## src/rtl/cpu_pkg.sv

```systemverilog
// Shared definitions for the single-cycle MIPS core: fetch FSM states and core constants.
// IFETCH_MISALIGN_TRAP_EN adds the TRAP state to ifetch_state_t.
package cpu_pkg;

  localparam logic [31:0] WORD_BYTES       = 32'd4;
  localparam logic [4:0]  LINK_REG         = 5'd31;
  localparam logic [31:0] DEFAULT_RESET_PC = 32'h0000_0000;

`ifdef IFETCH_MISALIGN_TRAP_EN
  typedef enum logic [1:0] {
    ST_BOOT,
    ST_RUN,
    ST_HOLD,
    ST_TRAP
  } ifetch_state_t;
`else
  typedef enum logic [1:0] {
    ST_BOOT,
    ST_RUN,
    ST_HOLD
  } ifetch_state_t;
`endif

endpackage

```

## src/rtl/next_pc_sel.sv

```systemverilog
// Combinational next-PC priority mux: jr > j/jal > taken branch > sequential.
module next_pc_sel (
  input  logic [31:0] pc_plus_4,
  input  logic [31:0] addr_result,
  input  logic        zero,
  input  logic [31:0] read_data_1,
  input  logic [25:0] instruction_low,
  input  logic        branch,
  input  logic        nbranch,
  input  logic        jmp,
  input  logic        jal,
  input  logic        jr,
  output logic [31:0] next_pc,
  output logic        branch_taken,
  output logic        link_we
);

  assign branch_taken = (branch & zero) | (nbranch & ~zero);
  // jal only links when it is the winning source; jr overrides it.
  assign link_we      = jal & ~jr;

  always_comb begin
    next_pc = pc_plus_4;
    if (jr)
      next_pc = read_data_1;
    else if (jmp | jal)
      next_pc = {pc_plus_4[31:28], instruction_low, 2'b00};
    else if (branch_taken)
      next_pc = addr_result;
  end

endmodule

```

## src/rtl/pc_fetch_ctrl.sv

```systemverilog
// PC / next-address controller: boot FSM, stall hold, PC and jal link registers.
// IFETCH_MISALIGN_TRAP_EN adds misalign_trap and a sticky TRAP state for unaligned targets.
module pc_fetch_ctrl
  import cpu_pkg::*;
#(
  parameter logic [31:0] RESET_PC = DEFAULT_RESET_PC,
  parameter int unsigned IMEM_AW  = 14
) (
  input  logic               clock,
  input  logic               reset,
  input  logic [31:0]        Addr_Result,
  input  logic               Zero,
  input  logic [31:0]        Read_data_1,
  input  logic [25:0]        Instruction_low,
  input  logic               Branch,
  input  logic               nBranch,
  input  logic               Jmp,
  input  logic               Jal,
  input  logic               Jr,
  input  logic               stall,
  output logic [31:0]        PC,
  output logic [31:0]        PC_plus_4,
  output logic [31:0]        link_addr,
  output logic [IMEM_AW-1:0] imem_addr,
  output logic               inst_valid
`ifdef IFETCH_MISALIGN_TRAP_EN
  ,
  output logic               misalign_trap
`endif
);

  ifetch_state_t state, state_nxt;
  logic [31:0]   sel_pc;
  logic [31:0]   next_pc;
  logic          advance;
  logic          link_we;
  logic          unused_branch_taken;

  assign PC_plus_4 = PC + WORD_BYTES;

  next_pc_sel u_next_pc_sel (
    .pc_plus_4       (PC_plus_4),
    .addr_result     (Addr_Result),
    .zero            (Zero),
    .read_data_1     (Read_data_1),
    .instruction_low (Instruction_low),
    .branch          (Branch),
    .nbranch         (nBranch),
    .jmp             (Jmp),
    .jal             (Jal),
    .jr              (Jr),
    .next_pc         (sel_pc),
    .branch_taken    (unused_branch_taken),
    .link_we         (link_we)
  );

  // next_pc defaults to PC so the ROM re-reads the current word whenever PC is not advancing.
  always_comb begin
    state_nxt = state;
    advance   = 1'b0;
    next_pc   = PC;
    case (state)
      ST_BOOT: state_nxt = ST_RUN;
      ST_RUN, ST_HOLD: begin
        if (stall) begin
          state_nxt = ST_HOLD;
        end else begin
`ifdef IFETCH_MISALIGN_TRAP_EN
          if (sel_pc[1:0] != 2'b00) begin
            state_nxt = ST_TRAP;
          end else begin
            state_nxt = ST_RUN;
            advance   = 1'b1;
            next_pc   = sel_pc;
          end
`else
          state_nxt = ST_RUN;
          advance   = 1'b1;
          next_pc   = sel_pc & ~32'd3;
`endif
        end
      end
      default: state_nxt = state;
    endcase
  end

  assign imem_addr  = next_pc[IMEM_AW+1:2];
  assign inst_valid = (state == ST_RUN) || (state == ST_HOLD);

  always_ff @(posedge clock) begin
    if (reset) begin
      state     <= ST_BOOT;
      PC        <= RESET_PC;
      link_addr <= '0;
    end else begin
      state <= state_nxt;
      if (advance) begin
        PC <= next_pc;
        if (link_we)
          link_addr <= PC_plus_4;
      end
    end
  end

`ifdef IFETCH_MISALIGN_TRAP_EN
  always_ff @(posedge clock) begin
    if (reset)
      misalign_trap <= 1'b0;
    else if (state_nxt == ST_TRAP)
      misalign_trap <= 1'b1;
  end
`endif

endmodule

```

## config.mk

```make
export PLATFORM = sky130hd
export DESIGN_NAME = pc_fetch_ctrl
export DESIGN_NICKNAME = d
export VERILOG_FILES = /design/src/rtl/cpu_pkg.sv /design/src/rtl/next_pc_sel.sv /design/src/rtl/pc_fetch_ctrl.sv
export SDC_FILE = /design/constraint.sdc
export NUM_CORES = 1
export LEC_CHECK = 0
export BUFFER_PORTS_ARGS = -buffer_cell sky130_fd_sc_hd__buf_2
export CORE_MARGIN = 2
export CORE_UTILIZATION = 42
export DETAILED_ROUTE_END_ITERATION = 8
export PLACE_DENSITY = 0.76
export SKIP_LAST_GASP = 1
export SLEW_MARGIN = 15
export SYNTH_ARGS = -nofsm -noshare
export SYNTH_HDL_FRONTEND = slang
export SYNTH_HIERARCHICAL = 1
export SYNTH_SLANG_ARGS = --single-unit
```

## constraint.sdc

```tcl
create_clock -name clock -period 1.92 [get_ports clock]
set_input_delay 0.384 -clock clock [delete_from_list [all_inputs] [get_ports clock]]
set_output_delay 0.384 -clock clock [all_outputs]
set_load 0.03 [all_outputs]
```

Word level (Yosys, flattened, before mapping)
Cells that the tools add are included.
{"block": "totals", "ff_bits": 64, "inputBits": 99}
{"block": "classes", "add_sub_neg": 1, "eq_ne": 2, "muxes": 9, "n_bitwise": 8, "n_reduce_logical": 6}
{"operator": "$mux 32", "n": 3}
{"operator": "$add 32x3->32 const B", "n": 1}
{"operator": "$mux 16", "n": 2}
{"operator": "$pmux 2 s2", "n": 1}
{"operator": "$and 1x1->1", "n": 3}
{"operator": "$not 1->1", "n": 3}
{"operator": "$reduce_and 3->1", "n": 1}
{"operator": "$eq 2x1->1 const B", "n": 1}
{"operator": "$eq 2x2->1 const B", "n": 1}
{"operator": "$logic_not 2->1", "n": 1}
{"operator": "$mux 1", "n": 2}
{"operator": "$mux 2", "n": 1}
{"operator": "$or 1x1->1", "n": 2}
{"operator": "$reduce_and 2->1", "n": 1}
{"operator": "$reduce_bool 2->1", "n": 1}
{"operator": "$reduce_or 2->1", "n": 1}
{"operator": "$logic_or 1x1->1", "n": 1}

Depth between registers and ports, before layout
Gate-level depths: netlist of the first run.
{"block": "logic_depth", "depth_word": 8, "depth_mapped": 10, "mapped_depth_nobuf": 9}

Cells and area by module
Netlist of the first run, hierarchy kept.
{"mod": "pc_fetch_ctrl", "instances": 1, "cells_per_inst": 391, "area_per_inst_um2": 3012.9}
{"mod": "next_pc_sel", "instances": 1, "cells_per_inst": 148, "area_per_inst_um2": 1076.0}

Worst setup path before layout of the first run
Ideal clock, no wire load.
{"block": "synth_timing", "path_kind": "flip-flop to output port", "from": "register PC[2]", "to": "output imem_addr[10]", "arrival_time_ns": 2.490, "t_required_ns": 1.536, "setup_slack_ns": -0.954, "stages_incl_launch_ff": 9, "n_path_buf": 0, "cell_sequence": "dfxtp_1 -> ha_1 -> and2_1 -> nand4_1 -> xnor2_1 -> mux2i_1 -> o221ai_2 -> nand2_1 -> nand2_1"}
{"block": "synth_between", "elab_chain_len": 6}
{"element": "start, declared", "line": "pc_fetch_ctrl.sv:21", "source": "output logic [31:0] PC,"}
{"element": "start signal, assigned", "line": "pc_fetch_ctrl.sv:98", "source": "PC <= next_pc;"}
{"element": "$add 32x3->32", "line": "pc_fetch_ctrl.sv:39", "source": "assign PC_plus_4 = PC + WORD_BYTES;"}
{"element": "via PC_plus_4[12]", "line": "pc_fetch_ctrl.sv:22", "source": "output logic [31:0] PC_plus_4,"}
{"element": "$mux 32", "line": "next_pc_sel.sv:28", "source": "else if (branch_taken)"}
{"element": "$mux 32", "line": "next_pc_sel.sv:26", "source": "else if (jmp | jal)"}
{"element": "$mux 32", "line": "next_pc_sel.sv:24", "source": "if (jr)"}
{"element": "via sel_pc[12]", "line": "pc_fetch_ctrl.sv:33", "source": "logic [31:0] sel_pc;"}
{"element": "$mux 16", "line": "pc_fetch_ctrl.sv:65", "source": "if (stall) begin"}
{"element": "$mux 16", "line": "pc_fetch_ctrl.sv:62", "source": "case (state)"}
{"element": "end, declared", "line": "pc_fetch_ctrl.sv:24", "source": "output logic [IMEM_AW-1:0] imem_addr,"}
The timed path passes the listed nets, and every way through them passes these cells.

Final worst setup path of the first run
{"block": "layout_timing", "from": "register PC[4]", "to": "output imem_addr[7]"}
{"block": "layout_between", "elab_chain_len": 6}
{"element": "$add 32x3->32", "line": "pc_fetch_ctrl.sv:39"}
{"element": "$mux 32", "line": "next_pc_sel.sv:28"}
{"element": "$mux 32", "line": "next_pc_sel.sv:26"}
{"element": "$mux 32", "line": "next_pc_sel.sv:24"}
{"element": "via sel_pc[9]", "line": "pc_fetch_ctrl.sv:33"}
{"element": "$mux 16", "line": "pc_fetch_ctrl.sv:65"}
{"element": "$mux 16", "line": "pc_fetch_ctrl.sv:62"}
The timed path passes the listed nets, and every way through them passes these cells.

==> results of run 1 <==
==> layer usage <==
layer | up-vias | share of wire | track usage
li1 | 2569 | - | -
met1 | 2853 | 0.33 | 0.379
met2 | 489 | 0.50 | 0.632
met3 | 153 | 0.10 | 0.0657
met4 | 0 | 0.066 | 0.160
met5 | - | 0 | 0
==> cell usage in the layout, fill, tap and decap left out, drive strengths merged, types with 3 or more instances in the layout <==
| master | count |
|---|---|
| buf | 356 |
| conb | 6 |
| dfxtp | 62 |
| nand3 | 12 |
| a21oi | 36 |
| nor2b | 9 |
| nor3 | 5 |
| o21ai | 8 |
| nor2 | 29 |
| clkbuf | 18 |
| inv | 6 |
| xnor2 | 10 |
| mux2i | 27 |
| nand2 | 157 |
| and2 | 7 |
| o21ba | 6 |
| and3 | 3 |
| and4 | 5 |
| a31oi | 4 |
| or4 | 14 |
| o31ai | 13 |
| clkinv | 3 |
| o21bai | 6 |
| o221ai | 26 |
| nand4 | 9 |
| a311oi | 17 |
==> how the worst max path moves through the flow <==
stage,start,to,slack [ps],cells past startpoint
after floorplan,PC[4]$_SDFFE_PP0P_,imem_addr[7],-310,8
after global placement,PC[7]$_SDFFE_PP0P_,PC_plus_4[31],-340,7
after detailed placement,PC[7]$_SDFFE_PP0P_,PC_plus_4[31],-370,7
after CTS,PC[6]$_SDFFE_PP0P_,PC_plus_4[31],-640,7
after global routing,PC[7]$_SDFFE_PP0P_,imem_addr[7],-860,9
final,PC[4]$_SDFFE_PP0P_,imem_addr[7],-750,9
==> power groups by stage <==
stage	sequential (uW)	clock (uW)	combinational (uW)
6_report	1410	1180	1780
5_1_grt	1420	1210	1850
4_1_cts	1400	1140	1600
3_5_place_dp	1430	0	1410
3_3_place_gp	1420	0	1380
2_1_floorplan	1600	0	735
==> registers in the layout (all words and copies together) (netlist names) <==
register	cells
PC	30
state	2
link_addr	30
==> timing repair <==
item / 4_1_cts / 5_1_grt
pin swaps: 30 / 48
buffers inserted: 38 / 22
gates cloned: 3 / 2
resized for setup: 115 / 61
setup endpoints to repair: 62 / 84
==> per-stage QoR <==
| stage | hold WS, ps | power (uW) | TNS, ps | worst slack, ps | util |
|---|---|---|---|---|---|
| after floorplan | 512 | 2330 | -6320 | -313 | - |
| after detailed placement | 458 | 2840 | -9730 | -366 | 0.711 |
| after global routing | 431 | 4480 | -30430 | -858 | 0.852 |
| final | 418 | 4370 | -26460 | -755 | 0.852 |
| after global placement | 447 | 2810 | -8640 | -344 | 0.711 |
| after CTS | 417 | 4140 | -21480 | -642 | 0.812 |
==> cell type report <==
type,instances,area (um^2),share of cell area
Timing Repair Buffer,361,2700,0.341
Clock buffer,13,180,0.0228
Inverter,6,25.0,0.00316
Clock inverter,3,15.0,0.00190
Tap cell,129,161,0.0204
Sequential cell,62,1330,0.168
Multi-Input combinational cell,423,3500,0.442
==> worst min-delay path: stages <==
cell and delay (ps):
buf_2 80, nand2_1 60, o221ai_2 60, nand2_1 50, a21oi_1 110
==> flow_summary.ini, run 1 <==
[detailed_routing]
vias = 6064
routedWlPerCell_um = 21.8
vias_per_cell = 6.08
drc = 0
antenna_left = 0
wirelength_um = 21700
drtIter0Drc = 483
drtPass1Iterations = 7

[worst_hold_path]
hold_class = primary input to flip-flop
holdPathStages = 5
min_from = Read_data_1[17]
hold_end = PC[17]$_SDFFE_PP0P_

[place]
gp_congestion = 0.884
dpl_cell_area_um2 = 6600
place_inst = 930
port_buffers = 199
dp_hpwl_um = 11900

[setup_path]
crit_path_frequent_cell = buf_6
crit_type = flip-flop to primary output
critPathLaunchType = flip-flop
cp_cell_sequence = and4_4 -> buf_6 -> nand4_1 -> xnor2_4 -> mux2i_1 -> o221ai_1 -> nand2_1 -> nand2_4 -> buf_6
timing.rr.start = PC[4]$_SDFFE_PP0P_
slowest_delay_ps = 350
cp_max_fo = 5
r2r_end = PC[25]$_SDFFE_PP0P_
critical_path_buf_inv_count = 2
cp.required_ps = 1540
end_kind = primary output
crit_family = simple AND/OR/NAND/NOR gates
reg2reg_slack_ps = -450
crit_arrival_ps = 2290
rr_worst_depth = 11
slowest_stage = dfxtp_4

[timing]
min_period_over_period = 1.39
setup_ws_ps = -755
rsz0062_at_grt = true
hold_viol = 0
fin_skew_ps = 17.4
max_freq_mhz = 374
tightest_slew_ps = 590
setup_viol = 73
finalCriticalPeriod_ps = 2670
slew_headroom = 0.607
slew_viol_final = 0

[floorplanning]
ioPinCount = 210
die_height_um = 102
die_w_um = 102
start_util = 0.436
die_area_um2 = 10400
core_um2 = 9280
num_rows = 35

[clock_network]
hold_buffers = 0
cts_tree = done
root_buffer = clkbuf_8
cts_buffers = 9
clock-sinks = 62
cts.clk_slew.worst_paths_ps = 80
clockBufferDepth = 2
clock_latency_ps = 350
h-tree-depth = 3

[grt]
grt_usage = 0.343
antenna_found_initial = 1
grt_pass1_wl_um = 27800
grt_pass1_vias = 5676
grt_overflow_total = 0
grt_max_degree = 40

[power]
p_leak_uw = 0.00366
p_sw_uw = 1660
ir_drop_v = 0.000384
power_frac_comb = 0.407
swShare = 0.379
p_seq_frac = 0.323
pwr-share-clk = 0.271
internal_power_uw = 2720
power.density_nw_per_um2 = 553

[finish]
final_cell_area_um2 = 7910
instances_no_fill = 997
fin_nets = 964
n_fill_cell = 486
drive_gt1_frac = 0.645
areaGrowthSynthToFinish_pct = 95.2
diodes = 0

[synth]
yosys_warnings = 6
synth_area_um2 = 4050
synthCells = 533
syn_avg_cell_area_um2 = 7.60

[status]
violations = setup timing
outcome = complete, but fails checks

[flow_run]
drv_cap = 0
(Power assumes the default switching activity.)
==> run 2, diff against run 1 <==
CORE_UTILIZATION = 30   (was 42)
PLACE_DENSITY = 0.57   (was 0.76)
RECOVER_POWER = 100   (was not set)
==> run 2 against run 1 <==
Compared with the run above: the flow still finishes with violations (setup timing); cell area up 2.1%; combinational power decreased by 4%; sequential share of layout area shrank 0.36 points; critical path depth increased by 2; non-clock buffer count rose by 9; final cell count is 5.6% higher; clock-buffer cell count down 1; maximum frequency grew 2.3%; wire length down 14%; critical path type unchanged; highest routed layer unchanged.
==> flow_summary.ini, run 2 (synthesized netlist as in run 1, its figures left out) <==
[detailed_routing]
antenna_left = 0
drc = 0
vias_per_cell = 5.13
wirelength_um = 18600
drtPass1Iterations = 4
vias = 5403
drtIter0Drc = 178
routedWlPerCell_um = 17.7

[clock_network]
root_buffer = clkbuf_16
clock-sinks = 62
h-tree-depth = 3
cts_buffers = 9
cts_tree = done
cts.clk_slew.worst_paths_ps = 50
clockBufferDepth = 2
clock_latency_ps = 330

[setup_path]
crit_family = simple AND/OR/NAND/NOR gates
critPathLaunchType = flip-flop
critical_path_buf_inv_count = 3
cp.required_ps = 1540
timing.rr.start = PC[6]$_SDFFE_PP0P_
crit_type = flip-flop to primary output
end_kind = primary output
slowest_delay_ps = 360
crit_arrival_ps = 2230
rr_worst_depth = 14
cp_cell_sequence = and4_4 -> buf_6 -> buf_4 -> nand3_4 -> or3_4 -> nand2_4 -> mux2i_1 -> o221ai_2 -> nand2_2 -> nand2_4 -> buf_6
slowest_stage = or3_4
r2r_end = PC[9]$_SDFFE_PP0P_
reg2reg_slack_ps = -600
cp_max_fo = 4

[grt]
grt_overflow_total = 0
antenna_found_initial = 0
grt_max_degree = 39
grt_pass1_vias = 5422
grt_usage = 0.239
grt_pass1_wl_um = 27400

[finish]
areaGrowthSynthToFinish_pct = 99.3
fin_nets = 973
layout_common_cells = buf_4, nand2_1, buf_2
n_fill_cell = 1167
drive_gt1_frac = 0.584
seqCellArea_um2 = 1330
final_common_cell = buf_4
final_cell_area_um2 = 8070
diodes = 0
multiInputGateArea_um2 = 3460
largest_registers = PC x30, link_addr x30, state x2

[flow_run]
drv_cap = 0

[power]
p_leak_uw = 0.00349
ir_drop_v = 0.000369
p_seq_frac = 0.298
p_sw_uw = 1630
power_frac_comb = 0.362
swShare = 0.345
internal_power_uw = 3090
power.density_nw_per_um2 = 585
pwr-share-clk = 0.340

[timing]
fin_skew_ps = 5.01
hold_viol = 0
slew_headroom = 0.549
setup_ws_ps = -695
max_freq_mhz = 382
min_period_over_period = 1.36
setup_viol = 67
slew_viol_final = 0
rsz0062_at_grt = true
finalCriticalPeriod_ps = 2610
tightest_slew_ps = 676

[floorplanning]
die_w_um = 120
num_rows = 42
die_height_um = 120
start_util = 0.307
ioPinCount = 210
die_area_um2 = 14500
core_um2 = 13200

[status]
violations = setup timing
outcome = complete, but fails checks

[worst_hold_path]
hold_class = primary input to flip-flop
min_from = Read_data_1[18]
holdPathStages = 5
hold_end = PC[18]$_SDFFE_PP0P_

[place]
pre_cts_ws_ps = -385
gp_congestion = 0.813
port_buffers = 199
dp_hpwl_um = 12200
dpl_cell_area_um2 = 6760
-- run 2: cell types whose count changed in the layout (fill, tap and decap cells not counted), sizes merged --
| cell | change |
|---|---|
| bufinv | +1 |
| bufbuf | +1 |
| clkinvlp | +1 |
| buf | -49 |
| clkinv | -1 |
| clkbuf | +56 |
-- run 2: worst max path at each step --
| stage | start | end | slack, ps | depth (start not counted) |
|---|---|---|---|---|
| after global routing | PC[6]$_SDFFE_PP0P_ | imem_addr[7] | -770 | 10 |
| after global placement | PC[7]$_SDFFE_PP0P_ | PC_plus_4[31] | -330 | 7 |
| after floorplan | PC[4]$_SDFFE_PP0P_ | imem_addr[7] | -310 | 8 |
| final | PC[6]$_SDFFE_PP0P_ | imem_addr[13] | -690 | 11 |
| after CTS | PC[6]$_SDFFE_PP0P_ | PC_plus_4[25] | -640 | 8 |
| after detailed placement | PC[7]$_SDFFE_PP0P_ | PC_plus_4[31] | -390 | 7 |
-- run 2: worst min-delay path, cell delays in order --
cell and delay (ps):
buf_2 80, nand2_1 50, o221ai_2 50, nand2_1 50, a21oi_1 110
-- run 2: metal layers --
layer,track usage,up-vias,routed length [um]
li1,-,2592,-
met1,0.279,2581,7320
met2,0.444,200,9690
met3,0.0481,30,1250
met4,0.0640,0,343
met5,0,-,0
-- run 2: through the flow --
step	instances	utilization	TNS (ps)	power (uW)	hold WS [ps]
CTS	1043	0.590	-21430	4670	423
detailed placement	986	0.512	-10210	2870	452
floorplan	538	-	-6320	2330	512
finish	1053	0.612	-23820	4720	429
global placement	986	0.512	-8280	2850	446
global route	1053	0.612	-29250	4910	464
-- run 2: power groups by stage --
stage          Clock, uW  Combinational [uW]  Sequential [uW]
5_1_grt             1690                1810             1410
4_1_cts             1620                1650             1410
2_1_floorplan          0                 735             1600
3_3_place_gp           0                1430             1430
3_5_place_dp           0                1440             1430
6_report            1610                1710             1410
-- run 2: what timing repair did --
item / in CTS / in global routing
hold endpoints to repair: 0 / 0
gates resized for setup: 99 / 68
pin swaps: 36 / 43
endpoints found under the setup margin: 60 / 83
gates cloned: 5 / 4
buffers inserted: 37 / 20
hold buffers: 0 / 0
-- run 2: area by class of cell --
| class | instances | share of cell area |
|---|---|---|
| well taps | 176 | 0.0273 |
| clock buffers | 12 | 0.0293 |
| clock inverters | 4 | 0.00589 |
| multi-input cells | 423 | 0.429 |
| repair buffers | 370 | 0.340 |
| flip-flops and latches | 62 | 0.165 |
| inverters | 6 | 0.00310 |
